**config.mk**
```make
export PLATFORM = sky130hd
export DESIGN_NAME = mem_access_stage
export DESIGN_NICKNAME = d
export VERILOG_FILES = /design/src/rtl/mem_access_stage_pkg.sv /design/src/rtl/mem_access_stage_load_align.sv /design/src/rtl/mem_access_stage.sv
export SDC_FILE = /design/constraint.sdc
export NUM_CORES = 1
export LEC_CHECK = 0
export ABC_CLOCK_PERIOD_IN_PS = 3000
export CORE_MARGIN = 2
export CORE_UTILIZATION = 30
export CTS_BUF_LIST = sky130_fd_sc_hd__clkbuf_4
export DETAILED_ROUTE_END_ITERATION = 8
export PLACE_DENSITY = 0.66
export SLEW_MARGIN = 25
export SYNTH_ARGS = -nofsm -noshare
export SYNTH_HDL_FRONTEND = slang
export SYNTH_SLANG_ARGS = --single-unit
```
**constraint.sdc**
```tcl
create_clock -name CLK -period 3 [get_ports CLK]
set_input_delay 0.3 -clock CLK [delete_from_list [all_inputs] [get_ports CLK]]
set_output_delay 0.3 -clock CLK [all_outputs]
set_load 0.02 [all_outputs]
```
**src/rtl/mem_access_stage_pkg.sv**
```systemverilog
// Opcode constants, op-kind encoding and FSM states
// shared by the memory-access stage and its load aligner.
package mem_access_stage_pkg;

    localparam logic [5:0] OP_RTYPE = 6'h00;
    localparam logic [5:0] OP_ADDI  = 6'h08;
    localparam logic [5:0] OP_LB    = 6'h20;
    localparam logic [5:0] OP_LH    = 6'h21;
    localparam logic [5:0] OP_LW    = 6'h23;
    localparam logic [5:0] OP_LBU   = 6'h24;
    localparam logic [5:0] OP_LHU   = 6'h25;
    localparam logic [5:0] OP_SB    = 6'h28;
    localparam logic [5:0] OP_SH    = 6'h29;
    localparam logic [5:0] OP_SW    = 6'h2B;

    typedef enum logic [1:0] {
        SZ_B = 2'd0,
        SZ_H = 2'd1,
        SZ_W = 2'd2
    } size_e;

    typedef struct packed {
        logic  store;
        logic  unsgn;
        size_e size;
    } op_kind_t;

    typedef enum logic [1:0] {
        S_IDLE = 2'd0,
        S_BUSY = 2'd1,
        S_DONE = 2'd2,
        S_ERR  = 2'd3
    } state_e;

    function automatic logic is_memop(input logic [5:0] op);
        case (op)
            OP_LB, OP_LH, OP_LW, OP_LBU, OP_LHU,
            OP_SB, OP_SH, OP_SW: is_memop = 1'b1;
            default:             is_memop = 1'b0;
        endcase
    endfunction

    // Only valid for memory opcodes: bit 3 = store,
    // bit 2 = unsigned load, bits 1:0 = access size.
    function automatic op_kind_t decode_op(input logic [5:0] op);
        op_kind_t k;
        k.store = op[3];
        k.unsgn = op[2];
        case (op[1:0])
            2'b00:   k.size = SZ_B;
            2'b01:   k.size = SZ_H;
            default: k.size = SZ_W;
        endcase
        return k;
    endfunction

    function automatic logic is_aligned(input size_e sz,
                                        input logic [1:0] off);
        case (sz)
            SZ_B:    is_aligned = 1'b1;
            SZ_H:    is_aligned = ~off[0];
            default: is_aligned = (off == 2'b00);
        endcase
    endfunction

    function automatic logic [3:0] byte_en(input size_e sz,
                                           input logic [1:0] off);
        case (sz)
            SZ_B:    byte_en = 4'b0001 << off;
            SZ_H:    byte_en = off[1] ? 4'b1100 : 4'b0011;
            default: byte_en = 4'b1111;
        endcase
    endfunction

    function automatic logic [31:0] store_data(input size_e sz,
                                               input logic [31:0] w);
        case (sz)
            SZ_B:    store_data = {4{w[7:0]}};
            SZ_H:    store_data = {2{w[15:0]}};
            default: store_data = w;
        endcase
    endfunction

endpackage

```
**src/rtl/mem_access_stage_load_align.sv**
```systemverilog
// Lane selection and sign/zero extension of captured read data.
module load_align
    import mem_access_stage_pkg::*;
(
    input  logic [31:0] rdata_i,
    input  logic [1:0]  off_i,
    input  logic [3:0]  kind_i,
    output logic [31:0] data_o
);

    op_kind_t    kind;
    logic [7:0]  byte_sel;
    logic [15:0] half_sel;
    logic        unused_store;

    assign kind         = op_kind_t'(kind_i);
    assign unused_store = kind.store;

    always_comb begin
        byte_sel = rdata_i[7:0];
        unique case (off_i)
            2'd0: byte_sel = rdata_i[7:0];
            2'd1: byte_sel = rdata_i[15:8];
            2'd2: byte_sel = rdata_i[23:16];
            2'd3: byte_sel = rdata_i[31:24];
        endcase
        half_sel = off_i[1] ? rdata_i[31:16] : rdata_i[15:0];
        case (kind.size)
            SZ_B: data_o = kind.unsgn ? {24'h0, byte_sel}
                                      : {{24{byte_sel[7]}}, byte_sel};
            SZ_H: data_o = kind.unsgn ? {16'h0, half_sel}
                                      : {{16{half_sel[15]}}, half_sel};
            default: data_o = rdata_i;
        endcase
    end

endmodule

```
**src/rtl/mem_access_stage.sv**
```systemverilog
// Memory-access stage: byte/half/word loads and stores over a
// req/ack bus, stalling upstream while a transfer is outstanding.
module mem_access_stage
    import mem_access_stage_pkg::*;
#(
    parameter int TIMEOUT = 255,
    parameter int CNT_W   = 8
) (
    input  logic        CLK,
    input  logic        RST,
    input  logic        Valid,
    input  logic [31:0] Ins,
    input  logic [31:0] Addr,
    input  logic [31:0] Wdata,
    output logic        Stall,
    output logic [31:0] LoadData,
    output logic        Done,
    output logic        AddrErr,
    output logic        BusErr,
    output logic        mem_req,
    output logic        mem_we,
    output logic [29:0] mem_addr,
    output logic [3:0]  mem_be,
    output logic [31:0] mem_wdata,
    input  logic [31:0] mem_rdata,
    input  logic        mem_ack
);

    state_e           state_q;
    logic [CNT_W-1:0] cnt_q;
    op_kind_t         kind_q;
    logic [1:0]       off_q;
    logic [31:0]      rdata_q;
    logic             req_q;
    logic             we_q;
    logic [29:0]      addr_q;
    logic [3:0]       be_q;
    logic [31:0]      wdata_q;
    logic             done_q;
    logic             aerr_q;
    logic             berr_q;

    logic [5:0]       opcode;
    logic             memop_d;
    op_kind_t         kind_d;
    logic             aligned_d;
    logic [3:0]       be_d;
    logic [31:0]      wdata_d;
    logic [31:0]      align_data;
    logic             unused_ins;

    assign opcode     = Ins[31:26];
    assign unused_ins = ^Ins[25:0];
    assign memop_d    = is_memop(opcode);
    assign kind_d     = decode_op(opcode);
    assign aligned_d  = is_aligned(kind_d.size, Addr[1:0]);
    assign be_d       = byte_en(kind_d.size, Addr[1:0]);
    assign wdata_d    = kind_d.store ? store_data(kind_d.size, Wdata)
                                     : 32'h0;

    always_ff @(posedge CLK) begin
        if (RST) begin
            state_q <= S_IDLE;
            cnt_q   <= '0;
            kind_q  <= '0;
            off_q   <= 2'b00;
            rdata_q <= 32'h0;
            req_q   <= 1'b0;
            we_q    <= 1'b0;
            addr_q  <= 30'h0;
            be_q    <= 4'h0;
            wdata_q <= 32'h0;
            done_q  <= 1'b0;
            aerr_q  <= 1'b0;
            berr_q  <= 1'b0;
        end else begin
            done_q <= 1'b0;
            aerr_q <= 1'b0;
            berr_q <= 1'b0;
            case (state_q)
                S_IDLE: begin
                    if (Valid && memop_d) begin
                        if (!aligned_d) begin
                            aerr_q  <= 1'b1;
                            state_q <= S_ERR;
                        end else begin
                            req_q   <= 1'b1;
                            we_q    <= kind_d.store;
                            addr_q  <= Addr[31:2];
                            be_q    <= be_d;
                            wdata_q <= wdata_d;
                            kind_q  <= kind_d;
                            off_q   <= Addr[1:0];
                            cnt_q   <= '0;
                            state_q <= S_BUSY;
                        end
                    end
                end
                S_BUSY: begin
                    cnt_q <= cnt_q + 1'b1;
                    if (mem_ack) begin
                        rdata_q <= mem_rdata;
                        req_q   <= 1'b0;
                        done_q  <= 1'b1;
                        state_q <= S_DONE;
                    end else if (cnt_q == CNT_W'(TIMEOUT - 1)) begin
                        req_q   <= 1'b0;
                        berr_q  <= 1'b1;
                        state_q <= S_ERR;
                    end
                end
                default: state_q <= S_IDLE;
            endcase
        end
    end

    load_align u_align (
        .rdata_i (rdata_q),
        .off_i   (off_q),
        .kind_i  (kind_q),
        .data_o  (align_data)
    );

    assign Stall = (state_q == S_BUSY) ||
                   (state_q == S_IDLE && Valid && memop_d && aligned_d);

    assign LoadData  = done_q ? align_data : 32'h0;
    assign Done      = done_q;
    assign AddrErr   = aerr_q;
    assign BusErr    = berr_q;
    assign mem_req   = req_q;
    assign mem_we    = we_q;
    assign mem_addr  = addr_q;
    assign mem_be    = be_q;
    assign mem_wdata = wdata_q;

endmodule

```
==> impl_results.md, run 1 <==
* Worst hold path type: primary input to flop
* CP Max Fanout at 8
* Most common cell after layout, fill and taps aside: clkdlybuf4s50_1
* Post-Syn Nets at 762
* IO Port Bufs at 209
* LEAKAGE at ~2.8 nW
* Fin. Hold Viols at 0
* DR iter-0 viols at roughly 330
* CTS Buf Count at 17
* Layout cell share with drive strength beyond 1 at 9.86%
* Reg2reg path depth at 5
* Final Wtd Congestion at 0.809
* Worst slew pin tran at around 0.57 ns
* Final critical-path share of the clock period at about 95%
* Outcome: completed
* HPWL after DPL at 12300 um
* Crit Reg-Reg Endpoint: mem_wdata[7]
* Setup Fix Bufs, Post-CTS at 0
* Initial antenna violation count at 0
* DR WL/cell at 16.2 um
* Critical Path AT at about 2.5 ns
* N_diodes at 0
* Worst vdd ir at 187 uV
* Residual DRC at 0
* Root Driver: clkbuf_4
* Multi-input gate area at between 2000 and 3000 um^2
* DRT antenna net count at 0
* # IOs at 236
* Register area at 2360 um^2
* Sequential-to-total area share from yosys stat at 44.9%
* Final setup viols at 0
* Power Dens Cells at 387 nW/um^2
* Hold_sp: RST
* Fin util at 45.8%
* Total track usage at a little under a fifth
* Vias in the first global route at 4811
* RR Startpoint: state_q[1]
* Wire length of the first global-routing pass at 26400 um
* Gr ovfl total at 0
* CP startpoint: off_q[0]
* Core ar. at about 17000 um^2
* Final setup margin at about 0.16 ns
* Setup TNS Final at 0 ns
* Critical Path Sink Type: output pin
* Slew headroom at 61.9%
* DP Cell Count at 1036
* CP Launch Type: flop
* Synth cell types at between 40 and 50
* Later-pin clock latency in the skew report at 0.51 ns
* Reg clk slew, reported paths at between 0.1 and 0.15 ns
* Filler cell count at 1724
* Max Freq at roughly 350 MHz
* Die width at about 140 um
* Post-synth EDFFs at 0
* RSZ-0062 raised after global routing: false
* Final #Nets at 964
* Layout Skew at 0.00890 ns
* H-tree depth at 4
* TritonCTS clock tree: done
* Final cell count without fillers at around 1100
* Buffers from clock root to sink, at most at 2
* Largest net degree at the start of global routing at 50
* Crit path capture: LoadData[10]
* Area of the die at 18600 um^2
* TritonRoute pass-1 iters at 6
* Post-synth top flop: dfxtp_1
* Placement Rows at 48
* WP data required at 2.70 ns
* Flop2flop setup slack at 1.07 ns
* Ys Warns at 0
* Synth Register Bits at 118
* CTS sink count at 118
* Dpl ws at 0.192 ns
* DR vias at 5248
* Most frequent cells in the layout: clkdlybuf4s50_1, nand2_1, dfxtp_1, a21oi_1, buf_4
* Syn Area/Cell at around 8.4 um^2
* Post-route minimum period at 2.84 ns
* Mapped Area at around 5300 um^2
* Synth Instances at 628
* CP Class: flop to output pin
* Starting Density at 30.5%
* Die Y at 136 um
* Maxcap violations at 0
* Fraction of registers with async set or reset after synthesis at 0%
* Wire length after detailed routing at roughly 17000 um
* P&R area growth vs syn at 50.0%
* Via-to-Cell Ratio at 4.92
* Pins Over Slew Limit at 0
[flip-flops by register name, indices dropped and copies added, names as in the netlist]
name	flops
mem_be	4
BusErr	1
cnt_q	8
off_q	2
mem_we	1
rdata_q	32
mem_wdata	32
mem_addr	30
Done	1
AddrErr	1
mem_req	1
state_q	2
kind_q	3
[cells in the mapped netlist, drive strengths merged (3+ instances only)]
library cell  number  area (um^2)
or3                3         18.8
o221ai             8         70.1
o2bb2ai           14          123
nand2b             3         18.8
o2111ai            4         35.0
nor3              15         75.1
nand2            164          616
nand3              6         30.0
clkbuf            32          120
mux4               8          180
o21ai             20          104
nor2              24         90.1
a22o              13          114
a21o              17          128
buf               18         97.6
inv                7         26.3
dfxtp            118         2360
a21oi             90          450
mux2i             22          220
mux2              12          135
[how the worst min path moves through the flow]
stage                     to  slack, ns  depth (start not counted)
2_1_floorplan         BusErr       0.38                          1
4_1_cts             cnt_q[1]       0.19                          2
3_5_place_dp   mem_wdata[11]       0.44                          2
3_3_place_gp          mem_we       0.43                          1
5_1_grt             cnt_q[1]       0.21                          2
6_report            cnt_q[1]       0.24                          2
[kinds of logic after synthesis]
family / Yosys count / synth area share (%)
AO/OA/AOI/OAI: 178 / 21.3
XOR/XNOR: 1 / 0.167
adder cells (fa/ha/maj): 2 / 0.476
buffers and inverters: 57 / 4.64
flip-flops: 118 / 44.9
multiplexers: 42 / 10.2
AND/OR/NAND/NOR: 230 / 18.3
[worst max-delay path, cell delays in order (launching register included)]
cell and delay (ns):
dfxtp_1 0.36, mux4_2 0.50, nand2b_1 0.13, nor2_1 0.07, nor2_2 0.27, a21oi_1 0.15
clkdlybuf4s50_1 0.57
[layer usage]
layer | GRT usage, % | share of wire, % | up-vias
li1 | - | - | 2604
met1 | 23.1 | 43 | 2411
met2 | 28.5 | 45 | 218
met3 | 8.02 | 11 | 15
met4 | 5.56 | 1.0 | 0
met5 | 0 | 0 | -
[report_power, final]
part	internal, mW	switching [mW]
Sequential	1.58	0.0138
Combinational	0.194	0.151
Clock	0.480	0.630
[what timing repair did]
| item | CTS | global route |
|---|---|---|
| hold buffers | 0 | 0 |
| pin swaps | 0 | 0 |
| cloned | 0 | 0 |
| setup endpoints to repair | 24 | 15 |
| gates resized for setup | 2 | 2 |
| endpoints found under the hold margin | 0 | 0 |
[layout make-up]
cell class / instances / share of cell area [%]
Multi-Input combinational cell: 453 / 33.8
Sequential cell: 118 / 30.0
Timing Repair Buffer: 233 / 29.0
Tap cell: 225 / 3.57
Clock inverter: 14 / 1.74
Clock buffer: 17 / 1.62
Inverter: 7 / 0.333
[stage by stage]
step / hold slack, ns / area (um^2) / total power [mW]
after detailed placement: 0.445 / 7610 / 1.98
after global routing: 0.208 / 7890 / 3.20
final: 0.244 / 7890 / 3.05
after global placement: 0.432 / 7610 / 1.98
after CTS: 0.193 / 7880 / 3.10
after floorplan: 0.377 / 5260 / 1.76
(Power assumes the default switching activity.)
==> run 2: changes to the inputs <==
--- a/config.mk
+++ b/config.mk
@@ -6,6 +6,7 @@
 export NUM_CORES = 1
 export LEC_CHECK = 0
 export ABC_CLOCK_PERIOD_IN_PS = 3000
+export CAP_MARGIN = 0
 export CORE_MARGIN = 2
 export CORE_UTILIZATION = 30
 export CTS_BUF_LIST = sky130_fd_sc_hd__clkbuf_4
==> results of run 2 <==
The final DEF is identical to that of run 1; final timing and power are the same.
==> run 3: changes to the inputs <==
--- a/config.mk
+++ b/config.mk
@@ -5,13 +5,15 @@
 export SDC_FILE = /design/constraint.sdc
 export NUM_CORES = 1
 export LEC_CHECK = 0
+export ABC_AREA = 1
 export ABC_CLOCK_PERIOD_IN_PS = 3000
 export CAP_MARGIN = 0
 export CORE_MARGIN = 2
 export CORE_UTILIZATION = 30
 export CTS_BUF_LIST = sky130_fd_sc_hd__clkbuf_4
+export CTS_CLUSTER_SIZE = 24
 export DETAILED_ROUTE_END_ITERATION = 8
-export PLACE_DENSITY = 0.66
+export PLACE_DENSITY = 0.65
 export SLEW_MARGIN = 25
 export SYNTH_ARGS = -nofsm -noshare
 export SYNTH_HDL_FRONTEND = slang
==> run 3 against run 2 <==
Compared with the run above: utilization fell by 0.070 points; via count increased by 14%; clock skew rose by 0.0080 ns; cell area up 5.1%; hold slack lost 0.087 ns; wire length is 8.4% higher; die area grew 6.3%; register-to-register slack improved by 0.23 ns; total power is 16% higher; synthesized cell count increased by 29%.
==> impl_results.md, run 3 <==
* Wire length of the first global-routing pass at 29500 um (+12%)
* DP Cell Count at 1220 (+18%)
* Wire length after detailed routing at 18800 um (+8.4%)
* Layout Skew at 0.0169 ns (+0.00796 ns)
* Setup TNS Final at 0 ns (unchanged)
* Top-area cell type share of the netlist area at 42.2% (-2.7 points)
* Critical Path Sink Type: output pin
* Most common cell after layout, fill and taps aside: clkdlybuf4s50_1
* Root Driver: clkbuf_4
* Worst slew pin tran at 0.714 ns (+0.143 ns)
* Placement Rows at 49 (+2.1%)
* CP max stage cell: clkdlybuf4s50_1
* CP max stage delay at 0.59 ns (+0.02 ns)
* Top Family by Delay on Critical Path: buffers and inverters
* Die width at 141 um (+3.1%)
* Synth Instances at 813 (+29%)
* CTS sink count at 118 (unchanged)
* Syn Area/Cell at 6.89 um^2 (-18%)
* TritonRoute pass-1 iters at 7 (+1)
* Vias in the first global route at 5613 (+17%)
* DR iter-0 viols at 315 (-3.7%)
* Fraction of registers with async set or reset after synthesis at 0% (unchanged)
* Most frequent cells in the layout: clkdlybuf4s50_1, nand2_1, nor2_1, dfxtp_1, o21ai_0
* Register area at 2360 um^2 (unchanged)
* Final setup viols at 0 (unchanged)
* Hold path cells at 2 (unchanged)
* HPWL after DPL at 13800 um (+13%)
* Filler cell count at 1856 (+7.7%)
* CP Launch Type: flop
* Final cell count without fillers at 1253 (+17%)
* CP Class: flop to output pin
* Pins Over Slew Limit at 0 (unchanged)
* Sequential-to-total area share from yosys stat at 42.2% (-2.7 points)
* Largest net degree at the start of global routing at 44 (-12%)
* RSZ-0062 raised after global routing: false
* Flop2flop setup slack at 1.30 ns (+0.23 ns)
* Mapped Area at 5600 um^2 (+6.4%)
* Hold_sp: RST
* DRT antenna net count at 0 (unchanged)
* Layout cell share with drive strength beyond 1 at 8.41% (-1.5 points)
* Crit Reg-Reg Endpoint: rdata_q[3]
* Gr ovfl total at 0 (unchanged)
* Total track usage at 18.8% (+0.47 points)
* CTS Buf Count at 17 (unchanged)
* Post-Syn Nets at 947 (+24%)
* Worst vdd ir at 211 uV (+13%)
* Worst Path Buf+Inv at 4 (+3)
* DR WL/cell at 15.0 um (-7.7%)
* Commonest cells post-synth: nand2_1, nor2_1, dfxtp_1
* Count leader, synth: nand2_1
* Worst Hold End: state_q[0]
* Max Freq at 360 MHz (+2.3%)
* LEAKAGE at 3.64 nW (+31%)
* Final critical-path share of the clock period at 92.7% (-2.2 points)
* Buffers from clock root to sink, at most at 2 (unchanged)
* Post-CTS resize count at 2 (unchanged)
* Multi-input gate area at 2800 um^2 (+4.8%)
* Final hold slack at 0.157 ns (-0.0870 ns)
* Synth Register Bits at 118 (unchanged)
* Power Dens Cells at 427 nW/um^2 (+10%)
* Post-synth EDFFs at 0 (unchanged)
* Synth cell types at 36 (-23%)
* WP data required at 2.70 ns (about the same)
* Post-route minimum period at 2.78 ns (-0.0651 ns)
* Residual DRC at 0 (unchanged)
* Post-synth top flop: dfxtp_1
* Reg2reg path depth at 7 (+2)
* DR vias at 6006 (+14%)
* IO Port Bufs at 209 (unchanged)
* Later-pin clock latency in the skew report at 0.53 ns (+0.02 ns)
* Critical Path AT at 2.48 ns (-0.06 ns)
* Area of the die at 19800 um^2 (+6.3%)
* Cts-stage hold buffer count at 0 (unchanged)
* Worst-path cell chain: inv_2, buf_4, o21ai_1, nand3_2, nand3_4, o211ai_1, nand2_1, inv_1, clkdlybuf4s50_1
* TritonCTS clock tree: done
* P&R area growth vs syn at 48.1%
* Reg clk slew, reported paths at 0.10 ns (about the same)
* # IOs at 236 (unchanged)
* Initial antenna violation count at 1 (+1)
* Cell taking the most area after synthesis: dfxtp_1
* Fin. Hold Viols at 0 (unchanged)
* Setup Fix Bufs, Post-CTS at 0 (unchanged)
* Fin util at 45.7% (-0.070 points)
* CP Max Fanout at 16 (+8)
* Final #Nets at 1144 (+19%)
* Maxcap violations at 0 (unchanged)
* Die Y at 141 um (+3.1%)
* H-tree depth at 4 (unchanged)
* Final Wtd Congestion at 0.881 (+8.9%)
* Worst hold path type: primary input to flop
* Slew headroom at 52.3% (-9.6 points)
* Outcome: completed
* Via-to-Cell Ratio at 4.79 (-2.5%)
* Top area cells in the synthesized netlist: dfxtp_1, nand2_1, nor2_1, o21ai_0, a21oi_1
* Ys Warns at 0 (unchanged)
* RR Startpoint: state_q[1]
* Core ar. at 18100 um^2 (+5.3%)
* Starting Density at 30.9% (+0.34 points)
run 3: routing by layer:
| layer | up-vias | share of wire (%) | GRT usage (%) |
|---|---|---|---|
| li1 | 3058 | - | - |
| met1 | 2700 | 44 | 23.8 |
| met2 | 231 | 45 | 29.8 |
| met3 | 17 | 9.8 | 8.12 |
| met4 | 0 | 1.2 | 4.63 |
| met5 | - | 0 | 0 |
run 3: kinds of logic (layout without fill, tap and decap cells):
kind of cell / Yosys count / in the layout / synth area share, %
AND/OR/NAND/NOR: 383 / 383 / 29.5
adder cells (fa/ha/maj): 2 / 2 / 0.447
other: 0 / 1 / 0
flip-flops: 118 / 118 / 42.2
multiplexers: 5 / 5 / 0.894
AO/OA/AOI/OAI: 199 / 199 / 19.0
buffers and inverters: 106 / 316 / 7.98
run 3: final cells by class:
| cell class | count | area share [%] |
|---|---|---|
| inverters | 57 | 2.61 |
| flip-flops and latches | 118 | 28.5 |
| clock inverters | 12 | 2.49 |
| clock buffers | 20 | 1.81 |
| well taps | 229 | 3.46 |
| repair buffers | 227 | 27.4 |
| multi-input cells | 589 | 33.7 |
| diodes | 1 | 0.0302 |
run 3: worst max-delay path by stage:
stage | startpoint | endpoint | slack, ns | cells past startpoint
2_1_floorplan | off_q[1] | LoadData[0] | 1.24 | 5
3_3_place_gp | Ins[27] | Stall | 0.50 | 9
3_5_place_dp | Ins[27] | Stall | 0.46 | 9
4_1_cts | off_q[1] | LoadData[19] | 0.03 | 9
5_1_grt | off_q[1] | LoadData[14] | 0.03 | 9
6_report | off_q[1] | LoadData[14] | 0.22 | 9
run 3: where the power goes:
part | total (mW) | internal (mW) | switching (mW)
clock | 1.45 | 0.845 | 0.609
combinational | 0.459 | 0.224 | 0.235
sequential | 1.63 | 1.60 | 0.0273
run 3: stage by stage:
stage / power (mW) / worst slack [ns] / cell area [um^2]
floorplan: 1.88 / 1.24 / 5600
global placement: 2.12 / 0.497 / 7880
detailed placement: 2.12 / 0.464 / 7880
CTS: 3.59 / 0.0315 / 8240
global route: 3.70 / 0.0251 / 8290
finish: 3.54 / 0.220 / 8290
